[src/rtl/dco_tune_pkg.sv]
// Shared types and default constants for the DCO tuning controller.
package dco_tune_pkg;

    localparam int DEF_COARSE_W    = 6;
    localparam int DEF_FINE_W      = 8;
    localparam int DEF_ERR_W       = 16;
    localparam int DEF_SETTLE_CYC  = 8;
    localparam int DEF_LOCK_TOL    = 2;
    localparam int DEF_UNLOCK_TOL  = 8;
    localparam int DEF_LOCK_CNT    = 4;
    localparam int DEF_TIMEOUT_CYC = 1024;

    typedef enum logic [2:0] {
        IDLE       = 3'd0,
        SETTLE     = 3'd1,
        MEAS       = 3'd2,
        COARSE_UPD = 3'd3,
        FINE_TRACK = 3'd4,
        LOCKED     = 3'd5
    } dco_state_t;

    // The shared timer must be wide enough for the longer of the two waits.
    function automatic int timer_width(input int a, input int b);
        return $clog2(((a > b) ? a : b) + 1);
    endfunction

endpackage

[src/rtl/dco_tune_ctrl_if.sv]
// Measurement handshake, DCO code and status bundle of the tuning controller.
interface dco_tune_ctrl_if
    import dco_tune_pkg::*;
#(
    parameter int COARSE_W = DEF_COARSE_W,
    parameter int FINE_W   = DEF_FINE_W,
    parameter int ERR_W    = DEF_ERR_W
) ();

    logic                       enable;
    logic                       meas_start;
    logic                       meas_valid;
    logic signed [ERR_W-1:0]    meas_err;
    logic [COARSE_W-1:0]        sw_coarse;
    logic [FINE_W-1:0]          sw_fine;
    logic                       locked;
    logic                       busy;
    logic                       fine_sat;
    logic                       timeout_err;

    modport master (
        input  enable, meas_valid, meas_err,
        output meas_start, sw_coarse, sw_fine, locked, busy, fine_sat, timeout_err
    );

    modport slave (
        output enable, meas_valid, meas_err,
        input  meas_start, sw_coarse, sw_fine, locked, busy, fine_sat, timeout_err
    );

endinterface

[src/rtl/dco_settle_timer.sv]
// Down-counter shared by the settle wait and the measurement timeout.
module dco_settle_timer #(
    parameter int W = 11
) (
    input  logic         clk,
    input  logic         rst,
    input  logic         load,
    input  logic [W-1:0] load_val,
    output logic         expired
);

    logic [W-1:0] count_reg;

    // Load on request, otherwise count down and park at zero.
    always_ff @(posedge clk or posedge rst) begin
        if (rst) begin
            count_reg <= '0;
        end else if (load) begin
            count_reg <= load_val;
        end else if (count_reg != '0) begin
            count_reg <= count_reg - 1'b1;
        end
    end

    assign expired = (count_reg == '0);

endmodule

[src/rtl/dco_tune_ctrl.sv]
// DCO tuning controller: binary search on the coarse bank, then fine tracking with lock detect.
module dco_tune_ctrl
    import dco_tune_pkg::*;
#(
    parameter int COARSE_W    = DEF_COARSE_W,
    parameter int FINE_W      = DEF_FINE_W,
    parameter int ERR_W       = DEF_ERR_W,
    parameter int SETTLE_CYC  = DEF_SETTLE_CYC,
    parameter int LOCK_TOL    = DEF_LOCK_TOL,
    parameter int UNLOCK_TOL  = DEF_UNLOCK_TOL,
    parameter int LOCK_CNT    = DEF_LOCK_CNT,
    parameter int TIMEOUT_CYC = DEF_TIMEOUT_CYC
) (
    input  logic            ref_clk,
    input  logic            reset,
    dco_tune_ctrl_if.master bus
);

    localparam int TW    = timer_width(SETTLE_CYC, TIMEOUT_CYC);
    localparam int BW    = $clog2(COARSE_W);
    localparam int CNT_W = $clog2(LOCK_CNT + 1);

    localparam logic [TW-1:0]       SETTLE_LOAD  = TW'(SETTLE_CYC - 1);
    localparam logic [TW-1:0]       TIMEOUT_LOAD = TW'(TIMEOUT_CYC - 1);
    localparam logic [COARSE_W-1:0] COARSE_MID   = {1'b1, {(COARSE_W-1){1'b0}}};
    localparam logic [FINE_W-1:0]   FINE_MID     = {1'b1, {(FINE_W-1){1'b0}}};
    localparam logic [FINE_W-1:0]   FINE_MAX     = '1;
    localparam logic [CNT_W-1:0]    LOCK_CNT_V   = CNT_W'(LOCK_CNT);
    // Tolerances one bit wider than the error so the most negative error stays out-of-band.
    localparam logic signed [ERR_W:0] TOL_HI   = (ERR_W+1)'(LOCK_TOL);
    localparam logic signed [ERR_W:0] TOL_LO   = (ERR_W+1)'(-LOCK_TOL);
    localparam logic signed [ERR_W:0] UTOL_HI  = (ERR_W+1)'(UNLOCK_TOL);
    localparam logic signed [ERR_W:0] UTOL_LO  = (ERR_W+1)'(-UNLOCK_TOL);

    dco_state_t          state_reg, state_next;
    logic [COARSE_W-1:0] coarse_reg, coarse_next;
    logic [FINE_W-1:0]   fine_reg, fine_next;
    logic [BW-1:0]       bit_reg, bit_next;
    logic                coarse_done_reg, coarse_done_next;
    logic [CNT_W-1:0]    inband_reg, inband_next;
    logic                locked_reg, locked_next;
    logic                fine_sat_reg, fine_sat_next;
    logic                timeout_reg, timeout_next;
    logic                meas_start_reg, meas_start_next;

    logic                timer_load;
    logic [TW-1:0]       timer_val;
    logic                timer_zero;

    logic signed [ERR_W:0] err_x;
    logic                  err_hi, err_lo, err_big;

    assign err_x   = {bus.meas_err[ERR_W-1], bus.meas_err};
    assign err_hi  = (err_x > TOL_HI);
    assign err_lo  = (err_x < TOL_LO);
    assign err_big = (err_x > UTOL_HI) || (err_x < UTOL_LO);

    dco_settle_timer #(.W(TW)) u_timer (
        .clk      (ref_clk),
        .rst      (reset),
        .load     (timer_load),
        .load_val (timer_val),
        .expired  (timer_zero)
    );

    // Next-state, code update and timer control.
    always_comb begin
        state_next       = state_reg;
        coarse_next      = coarse_reg;
        fine_next        = fine_reg;
        bit_next         = bit_reg;
        coarse_done_next = coarse_done_reg;
        inband_next      = inband_reg;
        locked_next      = locked_reg;
        fine_sat_next    = fine_sat_reg;
        timeout_next     = timeout_reg;
        meas_start_next  = 1'b0;
        timer_load       = 1'b0;
        timer_val        = '0;

        if (!bus.enable) begin
            // Abort: codes keep their last values, only lock is dropped.
            state_next  = IDLE;
            locked_next = 1'b0;
        end else begin
            unique case (state_reg)
                IDLE: begin
                    coarse_next      = COARSE_MID;
                    fine_next        = FINE_MID;
                    bit_next         = BW'(COARSE_W - 1);
                    coarse_done_next = 1'b0;
                    inband_next      = '0;
                    locked_next      = 1'b0;
                    fine_sat_next    = 1'b0;
                    timeout_next     = 1'b0;
                    state_next       = SETTLE;
                    timer_load       = 1'b1;
                    timer_val        = SETTLE_LOAD;
                end
                SETTLE: begin
                    if (timer_zero) begin
                        state_next      = MEAS;
                        meas_start_next = 1'b1;
                        timer_load      = 1'b1;
                        timer_val       = TIMEOUT_LOAD;
                    end
                end
                MEAS: begin
                    if (bus.meas_valid) begin
                        if (!coarse_done_reg) begin
                            // Negative error: DCO too slow, so this capacitor bit comes out.
                            if (bus.meas_err[ERR_W-1]) coarse_next[bit_reg] = 1'b0;
                            if (bit_reg == '0) begin
                                coarse_done_next = 1'b1;
                            end else begin
                                bit_next = bit_reg - 1'b1;
                                coarse_next[bit_reg - 1'b1] = 1'b1;
                            end
                            state_next = COARSE_UPD;
                        end else begin
                            if (err_hi) begin
                                if (fine_reg == FINE_MAX) fine_sat_next = 1'b1;
                                else                      fine_next = fine_reg + 1'b1;
                            end else if (err_lo) begin
                                if (fine_reg == '0) fine_sat_next = 1'b1;
                                else                fine_next = fine_reg - 1'b1;
                            end
                            if (err_hi || err_lo)            inband_next = '0;
                            else if (inband_reg != LOCK_CNT_V) inband_next = inband_reg + 1'b1;

                            if (locked_reg) begin
                                if (err_big) begin
                                    locked_next = 1'b0;
                                    inband_next = '0;
                                    state_next  = FINE_TRACK;
                                end else begin
                                    state_next  = LOCKED;
                                end
                            end else if (inband_next == LOCK_CNT_V) begin
                                locked_next = 1'b1;
                                state_next  = LOCKED;
                            end else begin
                                state_next  = FINE_TRACK;
                            end
                        end
                    end else if (timer_zero) begin
                        timeout_next = 1'b1;
                        locked_next  = 1'b0;
                        state_next   = IDLE;
                    end
                end
                COARSE_UPD, FINE_TRACK, LOCKED: begin
                    // Every measurement, changed code or not, gets a fresh settle wait.
                    state_next = SETTLE;
                    timer_load = 1'b1;
                    timer_val  = SETTLE_LOAD;
                end
                default: state_next = IDLE;
            endcase
        end
    end

    // State and datapath registers.
    always_ff @(posedge ref_clk or posedge reset) begin
        if (reset) begin
            state_reg       <= IDLE;
            coarse_reg      <= '0;
            fine_reg        <= '0;
            bit_reg         <= '0;
            coarse_done_reg <= 1'b0;
            inband_reg      <= '0;
            locked_reg      <= 1'b0;
            fine_sat_reg    <= 1'b0;
            timeout_reg     <= 1'b0;
            meas_start_reg  <= 1'b0;
        end else begin
            state_reg       <= state_next;
            coarse_reg      <= coarse_next;
            fine_reg        <= fine_next;
            bit_reg         <= bit_next;
            coarse_done_reg <= coarse_done_next;
            inband_reg      <= inband_next;
            locked_reg      <= locked_next;
            fine_sat_reg    <= fine_sat_next;
            timeout_reg     <= timeout_next;
            meas_start_reg  <= meas_start_next;
        end
    end

    assign bus.meas_start  = meas_start_reg;
    assign bus.sw_coarse   = coarse_reg;
    assign bus.sw_fine     = fine_reg;
    assign bus.locked      = locked_reg;
    assign bus.busy        = (state_reg != IDLE);
    assign bus.fine_sat    = fine_sat_reg;
    assign bus.timeout_err = timeout_reg;

endmodule

[src/flat_wrapper.sv]
// flat-port wrapper written by rule: the top's interface ports become plain ports
module dco_tune_ctrl_flat import dco_tune_pkg::*;
#(
    parameter int COARSE_W    = DEF_COARSE_W,
    parameter int FINE_W      = DEF_FINE_W,
    parameter int ERR_W       = DEF_ERR_W,
    parameter int SETTLE_CYC  = DEF_SETTLE_CYC,
    parameter int LOCK_TOL    = DEF_LOCK_TOL,
    parameter int UNLOCK_TOL  = DEF_UNLOCK_TOL,
    parameter int LOCK_CNT    = DEF_LOCK_CNT,
    parameter int TIMEOUT_CYC = DEF_TIMEOUT_CYC
)
  (ref_clk, reset, bus_enable, bus_meas_valid, bus_meas_err, bus_meas_start, bus_sw_coarse, bus_sw_fine, bus_locked, bus_busy, bus_fine_sat, bus_timeout_err);
  dco_tune_ctrl_if #(.COARSE_W(COARSE_W), .FINE_W(FINE_W), .ERR_W(ERR_W)) bus_i ();
  input  logic ref_clk;
  input  logic reset;
  input wire logic [$bits(bus_i.enable)-1:0] bus_enable;
  input wire logic [$bits(bus_i.meas_valid)-1:0] bus_meas_valid;
  input wire logic [$bits(bus_i.meas_err)-1:0] bus_meas_err;
  output wire logic [$bits(bus_i.meas_start)-1:0] bus_meas_start;
  output wire logic [$bits(bus_i.sw_coarse)-1:0] bus_sw_coarse;
  output wire logic [$bits(bus_i.sw_fine)-1:0] bus_sw_fine;
  output wire logic [$bits(bus_i.locked)-1:0] bus_locked;
  output wire logic [$bits(bus_i.busy)-1:0] bus_busy;
  output wire logic [$bits(bus_i.fine_sat)-1:0] bus_fine_sat;
  output wire logic [$bits(bus_i.timeout_err)-1:0] bus_timeout_err;
  assign bus_i.enable = bus_enable;
  assign bus_i.meas_valid = bus_meas_valid;
  assign bus_i.meas_err = bus_meas_err;
  assign bus_meas_start = bus_i.meas_start;
  assign bus_sw_coarse = bus_i.sw_coarse;
  assign bus_sw_fine = bus_i.sw_fine;
  assign bus_locked = bus_i.locked;
  assign bus_busy = bus_i.busy;
  assign bus_fine_sat = bus_i.fine_sat;
  assign bus_timeout_err = bus_i.timeout_err;
  dco_tune_ctrl #(.COARSE_W(COARSE_W), .FINE_W(FINE_W), .ERR_W(ERR_W), .SETTLE_CYC(SETTLE_CYC), .LOCK_TOL(LOCK_TOL), .UNLOCK_TOL(UNLOCK_TOL), .LOCK_CNT(LOCK_CNT), .TIMEOUT_CYC(TIMEOUT_CYC)) u_core (.ref_clk(ref_clk), .reset(reset), .bus(bus_i));
endmodule
[config.mk]
export PLATFORM = sky130hd
export DESIGN_NAME = dco_tune_ctrl_flat
export DESIGN_NICKNAME = d
export VERILOG_FILES = /design/src/rtl/dco_tune_pkg.sv /design/src/rtl/dco_tune_ctrl_if.sv /design/src/rtl/dco_settle_timer.sv /design/src/rtl/dco_tune_ctrl.sv /design/src/flat_wrapper.sv
export SDC_FILE = /design/constraint.sdc
export NUM_CORES = 1
export LEC_CHECK = 0
export CORE_MARGIN = 4
export CORE_UTILIZATION = 54
export CTS_CLUSTER_DIAMETER = 80
export DETAILED_ROUTE_END_ITERATION = 10
export HOLD_SLACK_MARGIN = 0.12
export PLACE_DENSITY_LB_ADDON = 0.1
export SYNTH_ARGS = -nofsm -noshare
export SYNTH_HDL_FRONTEND = slang
export SYNTH_HIERARCHICAL = 1
export SYNTH_SLANG_ARGS = --single-unit
export TNS_END_PERCENT = 10
[constraint.sdc]
create_clock -name ref_clk -period 4.2 [get_ports ref_clk]
set_input_delay 0.42 -clock ref_clk [delete_from_list [all_inputs] [get_ports ref_clk]]
set_output_delay 0.42 -clock ref_clk [all_outputs]
set_load 0.01 [all_outputs]
# --- After elaboration in Yosys (flattened, before gate mapping) ---
# Index checks and enable logic that the tools add are counted.
# W data, S select, Z words.
totals:
  output_inout_bits: 19
  regBits: 39
  wordCells: 148
op_classes:
  n_eq_ne: 23
  add_sub_neg: 5
  magnitude_cmp: 8
  muxes: 76
  bitwise_logic: 3
  reduce_logical: 22
ops:
  columns: ["operator", "count"]
  rows:
  - ["$mux W3", 19]
  - ["$mux W6", 8]
  - ["$mux W8", 6]
  - ["$mux W11", 3]
  - ["$mux W1", 26]
  - ["$pmux W11 S2", 1]
  - ["$gt A16 B3 Y1 const B", 1]
  - ["$gt A16 B5 Y1 const B", 1]
  - ["$lt A16 B2 Y1 const B", 1]
  - ["$lt A16 B4 Y1 const B", 1]
  - ["$pmux W8 S2", 1]
  - ["$reduce_and A7 Y1", 2]
  - ["$pmux W3 S2", 2]
  - ["$pmux W6 S2", 1]
  - ["$reduce_and A4 Y1", 3]
  - ["$logic_not A11 Y1", 1]
  - ["$reduce_bool A11 Y1", 1]
  - ["$sub A11 B1 Y11 const B", 1]
  - ["$mux W10", 1]
  - ["$pmux W1 S2", 5]
  - ["$eq A3 B3 Y1 const B", 3]
  - ["$ne A3 B1 Y1 const B", 3]
  - ["$ne A3 B3 Y1 const B", 3]
  - ["$pmux W3 S3", 1]
  - ["other kinds (27)", 42]

# --- Logic depth before layout (Yosys ltp) ---
# Gate-level depths: netlist of run 1.
depth:
  depth_word: 16
  mapped_depth: 11

# --- Hierarchy ---
# The synthesis of run 1 kept the hierarchy.
by_module_without_submodules:
  columns: ["module", "cells_each", "area_per_inst_um2", "seq_area_each_um2", "n_inst"]
  rows:
  - ["dco_tune_ctrl", 231, 1986.9, 700.7, 1]
  - ["dco_settle_timer", 63, 624.3, 275.3, 1]

# --- Least setup slack after synthesis of run 1 ---
# No wires, ideal clock.
synth_timing:
  path_type: "input-to-reg"
  start: "input port bus_meas_err[15]"
  end: "register u_core.fine_reg[7] (netlist: u_core/bus.sw_fine[7])"
  t_arrival_ns: 2.982
  setup_slack_ns: 1.135
  path_stages: 9
  n_path_buf: 0
  setup_ns: 0.083
  cell_sequence: "or4_4 > o41ai_4 > ha_1 > a21oi_1 > o211ai_1 > o41ai_1 > xnor2_1 > a311o_2 > o21ai_0"
synth_between:
  elab_chain_len: 5
  word_cells_on_any_way: 10
  cone_classes: "2 x order compare; 3 x eq/ne; 4 x mux; 1 x reduce/logical"
synth_lines:
  columns: ["element", "line_no", "text"]
  rows:
  - ["from (decl)", "flat_wrapper.sv:19", "input wire logic [$bits(bus_i.meas_err)-1:0] bus_meas_err;"]
  - ["$gt A16 B3 Y1", "dco_tune_ctrl.sv:54", "assign err_hi = (err_x > TOL_HI);"]
  - ["$mux W8", "dco_tune_ctrl.sv:121", "if (err_hi) begin"]
  - ["$mux W8", "dco_tune_ctrl.sv:110", "if (!coarse_done_reg) begin"]
  - ["$mux W8", "dco_tune_ctrl.sv:109", "if (bus.meas_valid) begin"]
  - ["$pmux W8 S2", "dco_tune_ctrl.sv:86", "unique case (state_reg)"]
  - ["to (signal assigned)", "dco_tune_ctrl.sv:179", "fine_reg <= fine_next;"]
  - ["to (decl)", "dco_tune_ctrl.sv:37", "logic [FINE_W-1:0] fine_reg, fine_next;"]
# Several ways; a longest one is shown, not always the timed one. The select of a mux whose other input is x is not followed.
# A chain may end at the register's enable or synchronous reset.

# --- Worst setup path in the final report of run 1 ---
# Same ends and word-level chain as after synthesis.

==> run summary, run 1 <==
DIE HEIGHT -> 77.54 µm
Total die area -> 6012 µm²
Clock-pin slew of the registers on the worst-case setup and hold paths -> 0.08 ns
Post-CTS Resized -> 0
IO Pins -> 39
Mapped cell area -> 2611 µm²
Syn-to-layout area delta -> 21.37%
Slowest CP cell -> o41ai_4
Num CTS Buffers -> 5
CP max FO -> 9
Instance count on the critical path -> 10
Clk_lat worst skew -> 0.30 ns
Main synth FF type -> dfrtp_1
Max Fclk -> 0.2792 GHz
Final setup viols -> 0
Drc violations -> 0
CTS Root Cell -> clkbuf_8
Yosys top cell area share -> 37.37%
RSZ-0062 raised after global routing -> false
Vias in the first global route -> 2280
Placed cells -> 381
WL per Instance -> 15.46 µm
WL final -> 6.015 mm
Number of enable flip-flop cells after synthesis -> 0
Reg2reg end -> u_core/u_timer/count_reg[4]
# clock sinks -> 39
Crit path DAT -> 3.80 ns
Starting Density -> 55.65%
CTS tree -> yes
Post-Syn Instances -> 294
Crit-path max cell delay -> 0.68 ns
Cell variety after synth -> 52
CP Launch Type -> input port
Final Power -> 1.201 mW
Initial antenna violation count -> 0
Register bit total from synthesis -> 39
Worst hold slack -> 0.4423 ns
GRT Total Usage -> 21.52%
Sw Share -> 31.17%
Outcome -> finished clean
Post-synth ARST share -> 100.0%
Synth warnings -> 6
P_int -> 0.8265 mW
R2R Path Start -> u_core/u_timer/count_reg[0]
Diode count -> 0
Core area -> 4692 µm²
Clock skew -> 0.007855 ns
GRT overflow -> 0
Setup TNS -> 0 ns
Cell area after layout -> 3169 µm²
Final worst path period need -> 3.582 ns
Crit path max-delay family -> compound AO/OA/AOI/OAI gates
Fin crit share -> 85.29%
DRT Pass-1 Iters -> 5
Slew headroom -> 47.88%
Sw Pwr -> 0.3743 mW
Count of pins over their slew limit -> 0
Post-DP Area -> 3037 µm²
R2R setup slack -> 1.18 ns
Pin count of the biggest net entering global routing -> 29
Die Width -> 77.54 µm
Static Leak -> 1.265 nW
# Post-CTS Setup Buffers -> 0
Avg Vias per Cell -> 6.026
Buf/Inv on CP -> 1
H-Tree Depth -> 2
PortBufs -> 38
Hold-fix buffers, CTS -> 0
Combinational cell fraction of total power -> 28.7%
Cells along the critical path -> clkdlybuf4s50_1 > or4_4 > o41ai_4 > ha_1 > a21oi_1 > o211ai_1 > o41ai_1 > xnor2_1 > a311o_2 > o21ai_0
Worst vdd ir -> 0.3222 mV
Bufs on Longest Clock Path -> 2
Nets -> 366
RePlAce Congestion -> 0.8631
Syn Nets -> 326
Clk pwr share -> 31.2%
Layout cells sized above 1 -> 8.060%
Max Cap Viol -> 0
Worst Hold Class -> in2async
Reg power frac -> 40.1%
Tightest Pin Transition -> 0.7746 ns
First-pass GRT wire length -> 10.47 mm
Row count -> 25
Via Count -> 2344
Initial DRC count -> 100
Critical path type -> in2reg
CP endpoint kind -> register
Cell Pwr Density -> 378.9 nW/µm²
Fin cells -> 389
Post-synth top area cell -> dfrtp_1
Hpwl dp -> 4.386 mm
ANT nets after route -> 0
Synth Area per Inst -> 8.882 µm²
Worst r2r path cells -> 8
Final hold violations -> 0
Max reg flops -> 11
Req. time, crit path -> 4.42 ns
Synth area leaders -> dfrtp_1 37%, ha_1 5.3%, nand2_1 4.9%
Seq/Total Area, Yosys -> 37.37%
[cell usage after synthesis (2+ instances only)]
library cell / number
o22ai_1: 2
a21oi_1: 17
mux2_2: 2
o41ai_1: 3
nand2_1: 34
nand3_1: 10
buf_6: 2
dfrtp_1: 39
o21ai_2: 3
xnor2_1: 6
a21boi_0: 2
clkbuf_1: 4
o21a_1: 4
inv_1: 18
a31oi_1: 2
o21ai_0: 16
or3_1: 3
a22o_1: 2
nor3_1: 11
nor3b_1: 2
nand2b_1: 5
a22oi_1: 2
or4b_1: 2
o22a_1: 2
ha_1: 11
o31ai_1: 15
nor2_1: 28
xor2_1: 6
nor2b_1: 6
mux2i_1: 2
nand4_1: 6
or4_4: 3
nor4_1: 3
or4_1: 3
[cell type report]
cell class                 count  area [µm²]
clock inverter                 2       60.06
clock buffer                   6       72.57
tap                           54       67.56
fill                         404        1523
inverter                      18       67.56
sequential                    39       975.9
timing repair buffer          40       395.4
multi-input combinational    230        1530
[cell usage in the layout, fill, tap and decap left out, types with 3 or more instances in the layout]
| master | Yosys | final |
|---|---|---|
| nor3_1 | 11 | 11 |
| o21a_1 | 4 | 4 |
| nand2_1 | 34 | 34 |
| ha_1 | 11 | 11 |
| dfrtp_1 | 39 | 39 |
| nand3_1 | 10 | 10 |
| o31ai_1 | 15 | 15 |
| clkbuf_8 | 0 | 5 |
| or3_1 | 3 | 3 |
| xor2_1 | 6 | 6 |
| o21ai_2 | 3 | 3 |
| o41ai_1 | 3 | 3 |
| inv_1 | 18 | 18 |
| xnor2_1 | 6 | 6 |
| nand4_1 | 6 | 6 |
| clkdlybuf4s50_1 | 0 | 38 |
| nor2_1 | 28 | 28 |
| or4_4 | 3 | 3 |
| or4_1 | 3 | 3 |
| nor4_1 | 3 | 3 |
| nor2b_1 | 6 | 6 |
| o21ai_0 | 16 | 16 |
| a21oi_1 | 17 | 17 |
| nand2b_1 | 5 | 5 |
[power by group through the flow]
stage / Clock, mW / Combinational, mW / Sequential, mW
global placement: 0 / 0.332 / 0.485
global route: 0.400 / 0.380 / 0.490
CTS: 0.381 / 0.346 / 0.482
finish: 0.374 / 0.345 / 0.482
detailed placement: 0 / 0.343 / 0.488
floorplan: 0 / 0.268 / 0.475
[worst reg2reg max path: cells and delay by family, from the launching register on]
kind	cells	cell delay [ns]
fa+ha+maj	1	0.21
flops	1	0.38
simple gates	3	1.39
compound gates	1	0.22
mux	1	0.36
buf+inv	2	0.36
[per-stage QoR]
step	utilization (%)	setup slack [ns]
2_1_floorplan	-	1.135
3_3_place_gp	64.72	0.4941
3_5_place_dp	64.72	0.3981
4_1_cts	67.55	0.6671
5_1_grt	67.55	0.4629
6_report	67.55	0.6178
[layer usage]
metal	routed length, µm	track usage [%]
met1	2801	27.47
met2	2913	36.01
met3	190	4.060
met4	110	8.363
met5	0	0
[worst max path at each step]
stage / from / to / slack, ns
2_1_floorplan: bus_meas_err[15] / u_core/bus.sw_fine[7] / 1.14
3_3_place_gp: bus_meas_err[15] / u_core/bus.sw_fine[7] / 0.49
3_5_place_dp: bus_meas_err[15] / u_core/bus.sw_fine[7] / 0.40
4_1_cts: bus_meas_err[15] / u_core/bus.sw_fine[7] / 0.67
5_1_grt: bus_meas_err[15] / u_core/bus.sw_fine[7] / 0.46
6_report: bus_meas_err[15] / u_core/bus.sw_fine[7] / 0.62
[kinds of logic after synthesis]
| family | count (synthesis) | synth area share, % |
|---|---|---|
| and+or+nand+nor | 120 | 23.62 |
| adders and majority gates | 12 | 6.037 |
| muxes | 4 | 1.629 |
| xor gates and xnor gates | 12 | 4.025 |
| AOI/OAI and AO/OA | 81 | 22.95 |
| other | 1 | 0.1436 |
| buffers and inverters | 25 | 4.216 |
| DFF | 39 | 37.37 |
Note: power is estimated with default switching activity, not from simulation.
==> inputs of run 2 (changes only) <==
--- a/config.mk
+++ b/config.mk
@@ -9,8 +9,10 @@
 export CORE_UTILIZATION = 54
 export CTS_CLUSTER_DIAMETER = 80
 export DETAILED_ROUTE_END_ITERATION = 10
+export GPL_ROUTABILITY_DRIVEN = 0
 export HOLD_SLACK_MARGIN = 0.12
 export PLACE_DENSITY_LB_ADDON = 0.1
+export SLEW_MARGIN = 15
 export SYNTH_ARGS = -nofsm -noshare
 export SYNTH_HDL_FRONTEND = slang
 export SYNTH_HIERARCHICAL = 1
==> results of run 2 <==
The final DEF is identical to that of run 1; final timing and power are the same.
